==> src/rtl/cmp_pkg.sv <==
// Shared encodings for the sequential magnitude comparator: one-hot result
// codes and FSM state constants.
package cmp_pkg;

  localparam logic [2:0] CMP_GT = 3'b100;
  localparam logic [2:0] CMP_EQ = 3'b010;
  localparam logic [2:0] CMP_LT = 3'b001;

  localparam logic [1:0] ST_IDLE    = 2'd0;
  localparam logic [1:0] ST_COMPARE = 2'd1;
  localparam logic [1:0] ST_DONE    = 2'd2;

endpackage

==> src/rtl/chunk_compare.sv <==
// Combinational unsigned compare of one CHUNK-bit slice pair.
module chunk_compare #(
  parameter int unsigned CHUNK = 4
) (
  input  logic [CHUNK-1:0] x,
  input  logic [CHUNK-1:0] y,
  output logic             gt,
  output logic             lt
);

  assign gt = (x > y);
  assign lt = (x < y);

endmodule

==> src/rtl/seq_magnitude_comparator.sv <==
// Multi-cycle MSB-first magnitude comparator, CHUNK bits per clock, with early
// exit on the first differing chunk and optional two's-complement ordering.
module seq_magnitude_comparator #(
  parameter int unsigned WIDTH = 16,
  parameter int unsigned CHUNK = 4
) (
  input  logic             clk,
  input  logic             rst_n,
  input  logic             start,
  input  logic [WIDTH-1:0] a,
  input  logic [WIDTH-1:0] b,
  input  logic             signed_mode,
  output logic             busy,
  output logic             done,
  output logic [2:0]       result
);
  import cmp_pkg::*;

  localparam int unsigned NCHUNK = (CHUNK == 0) ? 1 : WIDTH / CHUNK;
  localparam int unsigned IDXW   = (NCHUNK > 1) ? $clog2(NCHUNK) : 1;
  localparam logic [IDXW-1:0] IDX_TOP = IDXW'(NCHUNK - 1);

  if (WIDTH < 2 || CHUNK < 1 || CHUNK > WIDTH || (WIDTH % CHUNK) != 0) begin : g_bad_params
    $error("seq_magnitude_comparator: illegal WIDTH=%0d / CHUNK=%0d", WIDTH, CHUNK);
  end

  logic [1:0]       state_q, state_d;
  logic [IDXW-1:0]  idx_q, idx_d;
  logic [WIDTH-1:0] a_q, a_d, b_q, b_d;
  logic             sm_q, sm_d;
  logic [2:0]       result_q, result_d;

  logic [CHUNK-1:0] x_sel, y_sel;
  logic             chunk_gt, chunk_lt;

  // Slice mux; in signed mode the top chunk's MSB is flipped so that an
  // unsigned compare of offset-binary values gives two's-complement order.
  always_comb begin
    x_sel = '0;
    y_sel = '0;
    for (int unsigned i = 0; i < NCHUNK; i++) begin
      if (idx_q == IDXW'(i)) begin
        x_sel = a_q[i*CHUNK +: CHUNK];
        y_sel = b_q[i*CHUNK +: CHUNK];
      end
    end
    if (sm_q && idx_q == IDX_TOP) begin
      x_sel[CHUNK-1] = ~x_sel[CHUNK-1];
      y_sel[CHUNK-1] = ~y_sel[CHUNK-1];
    end
  end

  chunk_compare #(.CHUNK(CHUNK)) u_chunk_compare (
    .x  (x_sel),
    .y  (y_sel),
    .gt (chunk_gt),
    .lt (chunk_lt)
  );

  always_comb begin
    state_d  = state_q;
    idx_d    = idx_q;
    a_d      = a_q;
    b_d      = b_q;
    sm_d     = sm_q;
    result_d = result_q;
    case (state_q)
      ST_IDLE: begin
        if (start) begin
          a_d     = a;
          b_d     = b;
          sm_d    = signed_mode;
          idx_d   = IDX_TOP;
          state_d = ST_COMPARE;
        end
      end
      ST_COMPARE: begin
        if (chunk_gt) begin
          result_d = CMP_GT;
          state_d  = ST_DONE;
        end else if (chunk_lt) begin
          result_d = CMP_LT;
          state_d  = ST_DONE;
        end else if (idx_q == '0) begin
          result_d = CMP_EQ;
          state_d  = ST_DONE;
        end else begin
          idx_d = idx_q - IDXW'(1);
        end
      end
      ST_DONE: state_d = ST_IDLE;
      default: state_d = ST_IDLE;
    endcase
  end

  always_ff @(posedge clk or negedge rst_n) begin
    if (!rst_n) begin
      state_q  <= ST_IDLE;
      idx_q    <= IDX_TOP;
      a_q      <= '0;
      b_q      <= '0;
      sm_q     <= 1'b0;
      result_q <= '0;
    end else begin
      state_q  <= state_d;
      idx_q    <= idx_d;
      a_q      <= a_d;
      b_q      <= b_d;
      sm_q     <= sm_d;
      result_q <= result_d;
    end
  end

  assign busy   = (state_q != ST_IDLE);
  assign done   = (state_q == ST_DONE);
  assign result = result_q;

endmodule
==> config.mk <==
export PLATFORM = sky130hd
export DESIGN_NAME = seq_magnitude_comparator
export DESIGN_NICKNAME = d
export VERILOG_FILES = /design/src/rtl/cmp_pkg.sv /design/src/rtl/chunk_compare.sv /design/src/rtl/seq_magnitude_comparator.sv
export SDC_FILE = /design/constraint.sdc
export NUM_CORES = 1
export LEC_CHECK = 0
export ABC_AREA = 1
export CAP_MARGIN = 40
export CELL_PAD_IN_SITES_DETAIL_PLACEMENT = 1
export CELL_PAD_IN_SITES_GLOBAL_PLACEMENT = 1
export CORE_ASPECT_RATIO = 0.75
export CORE_UTILIZATION = 45
export CTS_BUF_LIST = sky130_fd_sc_hd__clkbuf_8
export CTS_CLUSTER_DIAMETER = 60
export CTS_CLUSTER_SIZE = 24
export DETAILED_ROUTE_END_ITERATION = 8
export DONT_BUFFER_PORTS = 1
export MAX_ROUTING_LAYER = met4
export PLACE_DENSITY = 0.74
export SYNTH_ARGS = -nofsm -noshare
export SYNTH_HDL_FRONTEND = slang
export SYNTH_SLANG_ARGS = --single-unit
==> constraint.sdc <==
create_clock -name clk -period 5.36 [get_ports clk]
set_clock_uncertainty 0.15 [all_clocks]
set_input_delay 0.268 -clock clk [delete_from_list [all_inputs] [get_ports clk]]
set_output_delay 0.268 -clock clk [all_outputs]
set_load 0.005 [all_outputs]
After elaboration in Yosys (flattened, before gate mapping)
Index checks and enable logic that the tools add are counted.

Add/sub/neg operators: 1. $lt $le $gt $ge: 2. Equality and inequality tests: 10. Multiplexer cells: 23. Bitwise logic cells: 2. Reduce and logical (&&, ||, !) cells: 10.

Operators by type and width (number): $mux W4 (8); $mux W2 (8); $mux W3 (3); $ne A2 B2 Y1 const B (4); $pmux W2 S2 (2); $eq A2 B2 Y1 const B (3); $reduce_and A2 Y1 (3); $reduce_and A5 Y1 (1); $eq A2 B1 Y1 const B (2); $gt A4 B4 Y1 (1); $logic_not A2 Y1 (2); $lt A4 B4 Y1 (1); $ne A4 B4 Y1 const B (1); $reduce_bool A2 Y1 (2); $reduce_bool A3 Y1 (1); $mux W1 (2); $not A1 Y1 (2); $sub A2 B1 Y2 const B (1); $logic_and A1 B1 Y1 (1).

Register bits: 40. Logic and storage cells: 54.

Longest topological paths before layout
Gate-level depths: netlist of run 1.

Depth after elaboration: 11. Mapped depth: 18.

Modules after synthesis
From an unflattened synthesis of run 1, not the netlist that was laid out.

Cells, all modules: 284. Area, all modules: 2114.5 µm².

Modules (own cells, without submodules): seq_magnitude_comparator (times used 1, cells each 264, area an instance 1999.4 µm², seq. area each 1003.5 µm²); chunk_compare (times used 1, cells each 20, area an instance 115.1 µm², seq. area each 0.0 µm²).

Least setup slack after synthesis of run 1
Ideal clock, no wire load.

Kind: reg2reg. Start: reg idx_q[0]. End: reg result_q[0], in the netlist result[0]. Library setup time: 122 ps. Arrival: 1992 ps. Required time: 5088 ps. Setup slack: 3096 ps. Stages on the path, launching flop included: 11. Period minus slack after synthesis: 2264 ps. Path through: dfstp_2 -> inv_1 -> ha_1 -> buf_2 -> o31ai_1 -> nand2_1 -> ha_1 -> a21oi_1 -> nand3_1 -> nand4_1 -> nand2_1.

Cells in the longest elaborated chain, start to end: 10.

RTL lines: start: declaration (line seq_magnitude_comparator.sv:28) `logic [IDXW-1:0] idx_q, idx_d;`; start signal: assignment (line seq_magnitude_comparator.sv:106) `idx_q <= idx_d;`; $logic_not A2 Y1 (line seq_magnitude_comparator.sv:42, seq_magnitude_comparator.sv:84); $mux W4 (4 in a row) (line seq_magnitude_comparator.sv:42) `if (idx_q == IDXW'(i)) begin`; $not A1 Y1, on equally long branches (line seq_magnitude_comparator.sv:48, seq_magnitude_comparator.sv:49); $mux W1 (line seq_magnitude_comparator.sv:47) `if (sm_q && idx_q == IDX_TOP) begin`; $gt A4 B4 Y1 / $lt A4 B4 Y1 (equally long branches) (line chunk_compare.sv:11, chunk_compare.sv:12); $reduce_bool A3 Y1 (no line) / $mux W3 (equally long branches); $reduce_and A2 Y1 (no line) / $mux W3 (equally long branches); end signal: assignment (line seq_magnitude_comparator.sv:110) `result_q <= result_d;`; end: declaration (line seq_magnitude_comparator.sv:31) `logic [2:0] result_q, result_d;`.

Parallel ways exist; a longest one is shown, timed or not. A chain may end at the register's enable or synchronous reset.

Final worst setup path of run 1
Start: reg idx_q[1]. End: reg idx_q[0].

Cells in the longest elaborated chain, start to end: 10.

RTL lines (line): $logic_not A2 Y1 (seq_magnitude_comparator.sv:42, seq_magnitude_comparator.sv:84); $mux W4 (4 in a row) (seq_magnitude_comparator.sv:42); $not A1 Y1, on equally long branches (seq_magnitude_comparator.sv:48, seq_magnitude_comparator.sv:49); $mux W1 (seq_magnitude_comparator.sv:47); $lt A4 B4 Y1 / $gt A4 B4 Y1 (equally long branches) (chunk_compare.sv:12, chunk_compare.sv:11); $ne A2 B2 Y1 (no line); $reduce_and A5 Y1 (no line) (*).

Mark *: on every way between the ends. The rest lies on a longest branch, timed or not.

==> results.md, run 1 <==
- The sequential share of power is 0.336.
- The internal power summed over all cells is 1.08 mW.
- For this block, the routed nets add up to between 4000 and 5000 µm of wire.
- The first detailed-routing pass ran for 4 iterations.
- The cell area that synthesis handed to floorplanning was 2080 µm².
- The clock slew at the register clock pins of the worst setup and hold paths is 80 ps.
- The count of endpoints failing hold in the final timing report is 0.
- The post-detailed-route count of antenna-violating nets is 0.
- The number of pins with negative max-slew slack in the final report is 0.
- The peak supply drop is approximately 0.28 mV.
- In this run the power density over the cells is between 600 and 700 nW/µm².
- The first-pass GRT wire length is 7490 µm.
- The number of buffers inserted by port buffering is 0.
- The worst setup path is captured at a flop.
- The die covers 4910 µm².
- The y dimension of the die is 60.9 µm.
- The number of placed instances, taps included, is between 200 and 250.
- The switching fraction of total power is 0.372.
- The CTS tree is yes.
- The proportion of power drawn by combinational gates is 0.463.
- The worst hold path belongs to the class primary input to asynchronous set/reset pin.
- Once the clock tree was built, the resizer swapped 0 gates to a different size.
- The critical path starts at idx_q[1]$_DFFE_PN1P_.
- The total number of placement rows is 21.
- Across every metal layer, demand over resource in global routing totals 0.220.
- The mean post-synth cell area is 11.0 µm².
- In the post-route analysis, the smallest setup slack over all paths is 2590 ps.
- The type of origin of the critical path is a flop.
- The area of the core is about 4400 µm².
- 0 antenna diodes ended up in the layout.
- The vias per cell is ~5.3.
- The unique cell type count in the Yosys netlist is 19.
- Data on the critical path is required at its endpoint by 5450 ps.
- The clock latency on the worst-skew pair is 300 ps.
- The worst-case register-to-register setup slack is between 2000 and 3000 ps.
- The vias after detailed routing is between 1.5k and 2k.
- The pin count of the biggest net entering global routing is slightly above 40.
- At the pin with the least slew margin, the transition time is ~630 ps.
- The remaining max-slew budget at the tightest pin is 0.582.
- The number of placed I/O pins is between 40 and 50.
- In this run, the number of DRC markers left after iteration 0 of detailed routing was 50.
- The number of clock buffers added by TritonCTS is 5.
- The endpoint of the lowest-slack register-to-register path is idx_q[0]$_DFFE_PN1P_.
- The die width is between 80 and 90 µm.
- The leakage power is between 1 and 1.5 nW.
- The detailed-route DRC error count is 0.
- The max-capacitance violation count is 0.
- The starting utilization of the core area is 0.469.
- The sink count of the clock tree is 40.
- After detailed routing, the average wire length per cell comes to between 15 and 20 µm.
- In this run the worst path has a maximum fanout of 12.
- The number of global-route vias before repair is between 1.5k and 2k.
- Global routing finished with a remaining overflow of 0.
- The worst reg2reg path depth is 15.
- For this run, the post-layout net count is 269.
- The leading cell type in the layout, fill and taps excluded is sky130_fd_sc_hd__dfrtp_1.
- The run finished with clean final reports.
- The worst setup path is of the flop to flop kind.
- Setup repair after global routing left no endpoint under its margin.
- The global placement routability congestion is ~0.79.
- The maximum achievable frequency is between 0.3 and 0.4 GHz.
- The startpoint of the most critical register-to-register path is idx_q[1]$_DFFE_PN1P_.
- The setup violation total in the final timing report is 0.
- Yosys printed 0 warnings.
- The initial antenna violation count is 0.
- Summed over all nets, the switching power comes to ~640 µW.
- The final cycle utilization of the critical path is 0.516.
- The ratio of cells with drive above 1 in the final layout is 0.208.
- Synthesis produced 190 cells.
- The sequential fraction of the synthesis area is 0.482.
- Relative to the synthesized area, the layout overhead comes to 25.8%.
- For this run, the share of the core covered by cells in the final layout is 0.590.
- The proportion of power drawn by the clock network is 0.201.
- For the worst setup path, the data arrival time is about 2900 ps.
- The library cell used as clock root buffer is sky130_fd_sc_hd__clkbuf_8.
- The deepest clock path buffer count is 2.
- At the placement stage, the worst setup path has a slack of 2600 ps.
- The total half-perimeter wirelength after legalization and detailed placement is ~3200 µm.
- Leaving out fill and tap cells, the most frequent cells in the layout are sky130_fd_sc_hd__dfrtp_1, sky130_fd_sc_hd__nand2_1, sky130_fd_sc_hd__dlygate4sd3_1.
- The final standard cell area without fillers is about 2600 µm².
- The post-place instance area is about 2100 µm².
- After routing, the total negative slack on setup checks comes to 0 ps.
- Total power for the finished layout comes to roughly 1.7 mW.
- Counting flops and latches in the post-synthesis netlist gives 40.
- In this run the number of H-tree levels came out at 2.
- The net count after synthesis is 234.
- The post-route non-filler standard cell count is around 280.
- The hold slack is roughly 280 ps.
- The final critical delay including setup and external delays is about 2800 ps.
[layout make-up]
type / instances / area [µm²]
clock buffer: 5 / 68.8
fill: 456 / 1820
clock inverter: 3 / 90.1
tap: 57 / 71.3
multi-input combinational: 129 / 973
sequential: 40 / 1000
timing repair buffer: 35 / 360
inverter: 14 / 52.6
[repair_timing]
item                      in CTS  in global routing
buffers inserted               0                  0
hold buffers                  35                  0
hold endpoints to repair      73                  0
[synth_stat cells]
library cell	count	area (µm²)
sky130_fd_sc_hd__dfrtp_1	38	951
sky130_fd_sc_hd__nand2_1	35	131
sky130_fd_sc_hd__mux2_4	25	375
sky130_fd_sc_hd__a21oi_1	18	90.1
sky130_fd_sc_hd__inv_1	14	52.6
sky130_fd_sc_hd__o21ai_0	12	60.1
sky130_fd_sc_hd__nand3_1	9	45.0
sky130_fd_sc_hd__ha_1	8	100
sky130_fd_sc_hd__mux2_2	7	78.8
sky130_fd_sc_hd__nor2_1	7	26.3
sky130_fd_sc_hd__buf_2	3	15.0
sky130_fd_sc_hd__buf_6	3	33.8
sky130_fd_sc_hd__nand4_1	3	18.8
sky130_fd_sc_hd__dfstp_2	2	52.6
sky130_fd_sc_hd__nor2_4	2	22.5
sky130_fd_sc_hd__clkbuf_1	1	3.75
sky130_fd_sc_hd__nand2_2	1	6.26
sky130_fd_sc_hd__nand2_4	1	11.3
sky130_fd_sc_hd__o31ai_1	1	7.51
[cell families after synthesis]
kind of cell             after synthesis  synth area share
AND/OR/NAND/NOR                       58             0.126
flip-flops                            40             0.482
multiplexers                          32             0.218
AO/OA/AOI/OAI                         31            0.0757
buffers and inverters                 21            0.0505
adder cells (fa/ha/maj)                8            0.0481
[how the worst max path moves through the flow]
stage                                       end  slack [ps]  cells past startpoint
after floorplan           result[0]$_DFFE_PN0P_        3100                     10
after global placement     idx_q[1]$_DFFE_PN1P_        2790                     15
after detailed placement   idx_q[0]$_DFFE_PN1P_        2600                     15
after CTS                  idx_q[0]$_DFFE_PN1P_        2590                     15
after global routing       idx_q[0]$_DFFE_PN1P_        2370                     15
final                      idx_q[0]$_DFFE_PN1P_        2590                     15
[power groups by stage]
stage                     registers, mW  clock network [mW]  logic [mW]
after global placement            0.572                   0       0.718
after detailed placement          0.578                   0       0.768
after CTS                         0.575               0.348       0.801
after floorplan                   0.534                   0       0.644
after global routing              0.590               0.357       0.894
final                             0.576               0.344       0.793
[metal layers]
layer	vias to the layer above	share of wire	GRT usage
li1	710	-	-
met1	755	0.46	0.281
met2	35	0.48	0.344
met5	-	0	-
met3	7	0.044	0.0481
met4	0	0.013	0.0867
[flip-flops by register name, summed over array words and instances (netlist names)]
register	count
idx_q	2
result	3
a_q	16
b_q	16
state_q	2
sm_q	1
[critical path: stages, from the launching register on]
cell                      delay, ps
sky130_fd_sc_hd__dfstp_2        570
sky130_fd_sc_hd__inv_1           70
sky130_fd_sc_hd__ha_1           320
sky130_fd_sc_hd__inv_1          190
sky130_fd_sc_hd__nand3_1        110
sky130_fd_sc_hd__nand2_1        100
sky130_fd_sc_hd__o21ai_0         80
sky130_fd_sc_hd__nand2_1         70
sky130_fd_sc_hd__o21ai_0        120
sky130_fd_sc_hd__ha_1           310
sky130_fd_sc_hd__nand4_1        150
sky130_fd_sc_hd__nor2_1         130
sky130_fd_sc_hd__nand2_1        110
sky130_fd_sc_hd__nand2_2        100
sky130_fd_sc_hd__nand2_1         70
sky130_fd_sc_hd__nand2_1         60
Note: power is estimated with default switching activity, not from simulation.
==> run 2, diff against run 1 <==
- PLACE_DENSITY: 0.74 -> 0.77
- clock period: 5.36 -> 2.3 ns (I/O delays scaled with it)
==> run 2 against run 1 <==
  * The flow now finishes with violations (negative setup slack)
  * Power grew to 2.8 times the previous value
  * Sequential cell count is the same
  * Sequential power grew 140%
  * Combinational power grew to 3.4 times the previous value
  * Wire length grew 24%
==> results.md, run 2 (same netlist as run 1, synthesis figures left out) <==
- For this run the aggregate overflow at the end of global routing stands at 0.
- Of the total power, registers draw 0.290.
- Setup violations remaining at the end of the flow were counted as 7.
- The checks that failed: negative setup slack.
- On the worst path, the slowest cell contributes a delay of approximately 560 ps.
- Together, buffers and inverters on the worst path number 2.
- The register cell area after layout is ~1000 µm².
- The run finished, with violations left.
- The total area inside the core boundary comes to approximately 4400 µm².
- The share of total power dissipated in the clock network is 0.136.
- The internal power summed over all cells is around 2.8 mW.
- The final critical delay including setup and external delays is 2530 ps.
- The die width is 80.5 µm.
- The detailed-route DRC error count is 0.
- In this run the critical register-to-register path is captured at idx_q[1]$_DFFE_PN1P_.
- The y dimension of the die is 60.9 µm.
- The switching fraction of total power is 0.410.
- The leakage power is 1.34 nW.
- TritonCTS built the clock tree.
- The total half-perimeter wirelength after legalization and detailed placement is between 3000 and 4000 µm.
- Data arrives at the worst endpoint at between 2000 and 3000 ps.
- Once layout is complete, the cells apart from fillers number 296.
- Timing analysis after detailed placement gives a worst setup slack of -305 ps.
- After layout, the worst setup slack is -230 ps.
- The critical path goes through inv_1, ha_4, buf_4, a21oi_1, a21oi_2, ha_4, nand4_1, nor2_2, nand2_4, nand2_4, nand2_2, nand2_1.
- In this run the remaining antenna-violating nets after routing total 0.
- The peak supply drop is between 0.6 and 0.7 mV.
- The remaining max-slew budget at the tightest pin is 0.556.
- After clock tree synthesis, the clock-pin slew on the worst setup and hold paths is approximately 80 ps.
- The number of global-route vias before repair is roughly 1.7k.
- The initial antenna violation count is 0.
- The worst-case register-to-register setup slack is -230 ps.
- The floorplan step defined a die boundary enclosing roughly 4900 µm².
- Power spread over the standard cell area amounts to roughly 1600 nW/µm².
- For this run, the total global-route usage over all layers was measured as 0.254.
- Input and output buffers added on the ports amount to 0.
- Of all nets on the critical path, the largest fanout is 7.
- For this design, the slowest cell found on the critical path is sky130_fd_sc_hd__dfstp_2.
- The vias per cell is between 5 and 6.
- The analysis attributes to net switching a power of ~1.9 mW.
- The startpoint of the most critical register-to-register path is idx_q[0]$_DFFE_PN1P_.
- Clock latency on the worst-skew pair, taken at its later pin, is ~310 ps.
- STA classifies the critical path endpoint as a flop.
- The library cells used most frequently in the layout, excluding fill and tap cells, are sky130_fd_sc_hd__dfrtp_1, sky130_fd_sc_hd__dlygate4sd3_1, sky130_fd_sc_hd__nand2_1.
- The number of buffers created by CTS is 5.
- Leaving out fill and tap cells, the most frequent cell in the layout is sky130_fd_sc_hd__dfrtp_1.
- The first-pass iteration count of the detailed router is 4.
- The library cell used as clock root buffer is sky130_fd_sc_hd__clkbuf_8.
- The total number of placement rows is 21.
- The starting DRC count in detailed routing is 97.
- The per-cell routed wire length is slightly below 20 µm.
- Max-cap violations in this run came to 0.
- The count of endpoints failing hold in the final timing report is 0.
- The pin count of the biggest net entering global routing is 41.
- The worst setup path is of the flop to flop kind.
- In this run the deepest clock path goes through 2 buffers.
- The data required time of the critical path is between 2000 and 2500 ps.
- between 40 and 50 I/O pins were placed.
- Timing would allow up to around 0.40 GHz.
- In the finished design, the share of the clock period the worst path needs comes to 1.10.
- The transition at the pin with the smallest max-transition slack is 667 ps.
- The worst setup path is launched from a flop.
- The ratio of cells with drive above 1 in the final layout is 0.381.
- The congestion estimate from routability-driven global placement came to 0.776.
- The first-pass GRT wire length is around 8400 µm.
- Counting the fill cells in the layout gives 449.
- The clock net in this run drives a total of 40 sinks.
- The starting utilization of the core area is 0.469.
- Setup repair after global routing could not meet its margin everywhere.
- The area taken by multi-input logic gates is approximately 1100 µm².
- The total detailed-routing wirelength is about 6000 µm.
- The count of placed standard cells including taps is 249.
- The number of pins with negative max-slew slack in the final report came to 0.
- In this design, the largest share of critical-path delay is due to simple AND/OR/NAND/NOR gates.
- The number of nets in the layout is ~280.
- The routed layout has around 1.6k vias.
- The number of levels in the clock H-tree is 2.
- The worst min-delay path class is primary input to asynchronous set/reset pin.
- The number of cells on the worst reg-to-reg path is 12.
- The diode insertion count for antenna repair is 0.
- The share of total power dissipated in combinational logic is 0.574.
- The layout overhead on the synthesized area is 38.3%.
## run 2: worst max path at each step
stage,from,end,slack (ps),cells past startpoint
6_report,idx_q[0]$_DFFE_PN1P_,idx_q[1]$_DFFE_PN1P_,-230,12
5_1_grt,idx_q[0]$_DFFE_PN1P_,idx_q[1]$_DFFE_PN1P_,-310,12
3_3_place_gp,idx_q[1]$_DFFE_PN1P_,idx_q[1]$_DFFE_PN1P_,-130,15
3_5_place_dp,idx_q[1]$_DFFE_PN1P_,idx_q[1]$_DFFE_PN1P_,-300,13
2_1_floorplan,idx_q[0]$_DFFE_PN1P_,result[0]$_DFFE_PN0P_,40,10
4_1_cts,idx_q[0]$_DFFE_PN1P_,idx_q[1]$_DFFE_PN1P_,-130,13
## run 2: per-stage QoR
| step | utilization | hold WS (ps) | cell area, µm² | TNS [ps] | power [mW] |
|---|---|---|---|---|---|
| after floorplan | - | -331 | 2080 | 0 | 2.75 |
| after global placement | 0.491 | -330 | 2180 | -663 | 3.15 |
| after detailed placement | 0.491 | -330 | 2180 | -1850 | 3.28 |
| after CTS | 0.622 | 162 | 2760 | -454 | 4.27 |
| after global routing | 0.648 | 189 | 2880 | -1760 | 5.04 |
| final | 0.648 | 171 | 2880 | -1150 | 4.73 |
## run 2: cell type report
cell class,instances,area share
Clock buffer,7,0.0335
Clock inverter,1,0.0104
Inverter,14,0.0200
Multi-Input combinational cell,129,0.395
Sequential cell,40,0.349
Tap cell,57,0.0248
Timing Repair Buffer,48,0.167
## run 2: layer usage
metal / track usage / routed length, µm / up-vias
met2: 0.414 / 2900 / 53
li1: - / - / 743
met1: 0.295 / 2540 / 805
met5: - / 0 / -
met3: 0.0451 / 273 / 13
met4: 0.158 / 140 / 0
## run 2: power by group through the flow
| stage | clock network [mW] | registers [mW] | logic, mW |
|---|---|---|---|
| 5_1_grt | 0.673 | 1.41 | 2.96 |
| 3_5_place_dp | 0 | 1.33 | 1.94 |
| 6_report | 0.642 | 1.37 | 2.72 |
| 4_1_cts | 0.637 | 1.33 | 2.30 |
| 3_3_place_gp | 0 | 1.32 | 1.83 |
| 2_1_floorplan | 0 | 1.24 | 1.50 |
## run 2: repair_timing
item | CTS | global route
resized for setup | 23 | 29
endpoints found under the setup margin | 7 | 7
endpoints found under the hold margin | 73 | 0
cloned | 0 | 0
pin swaps | 10 | 14
buffers inserted | 2 | 2
hold buffers | 35 | 0
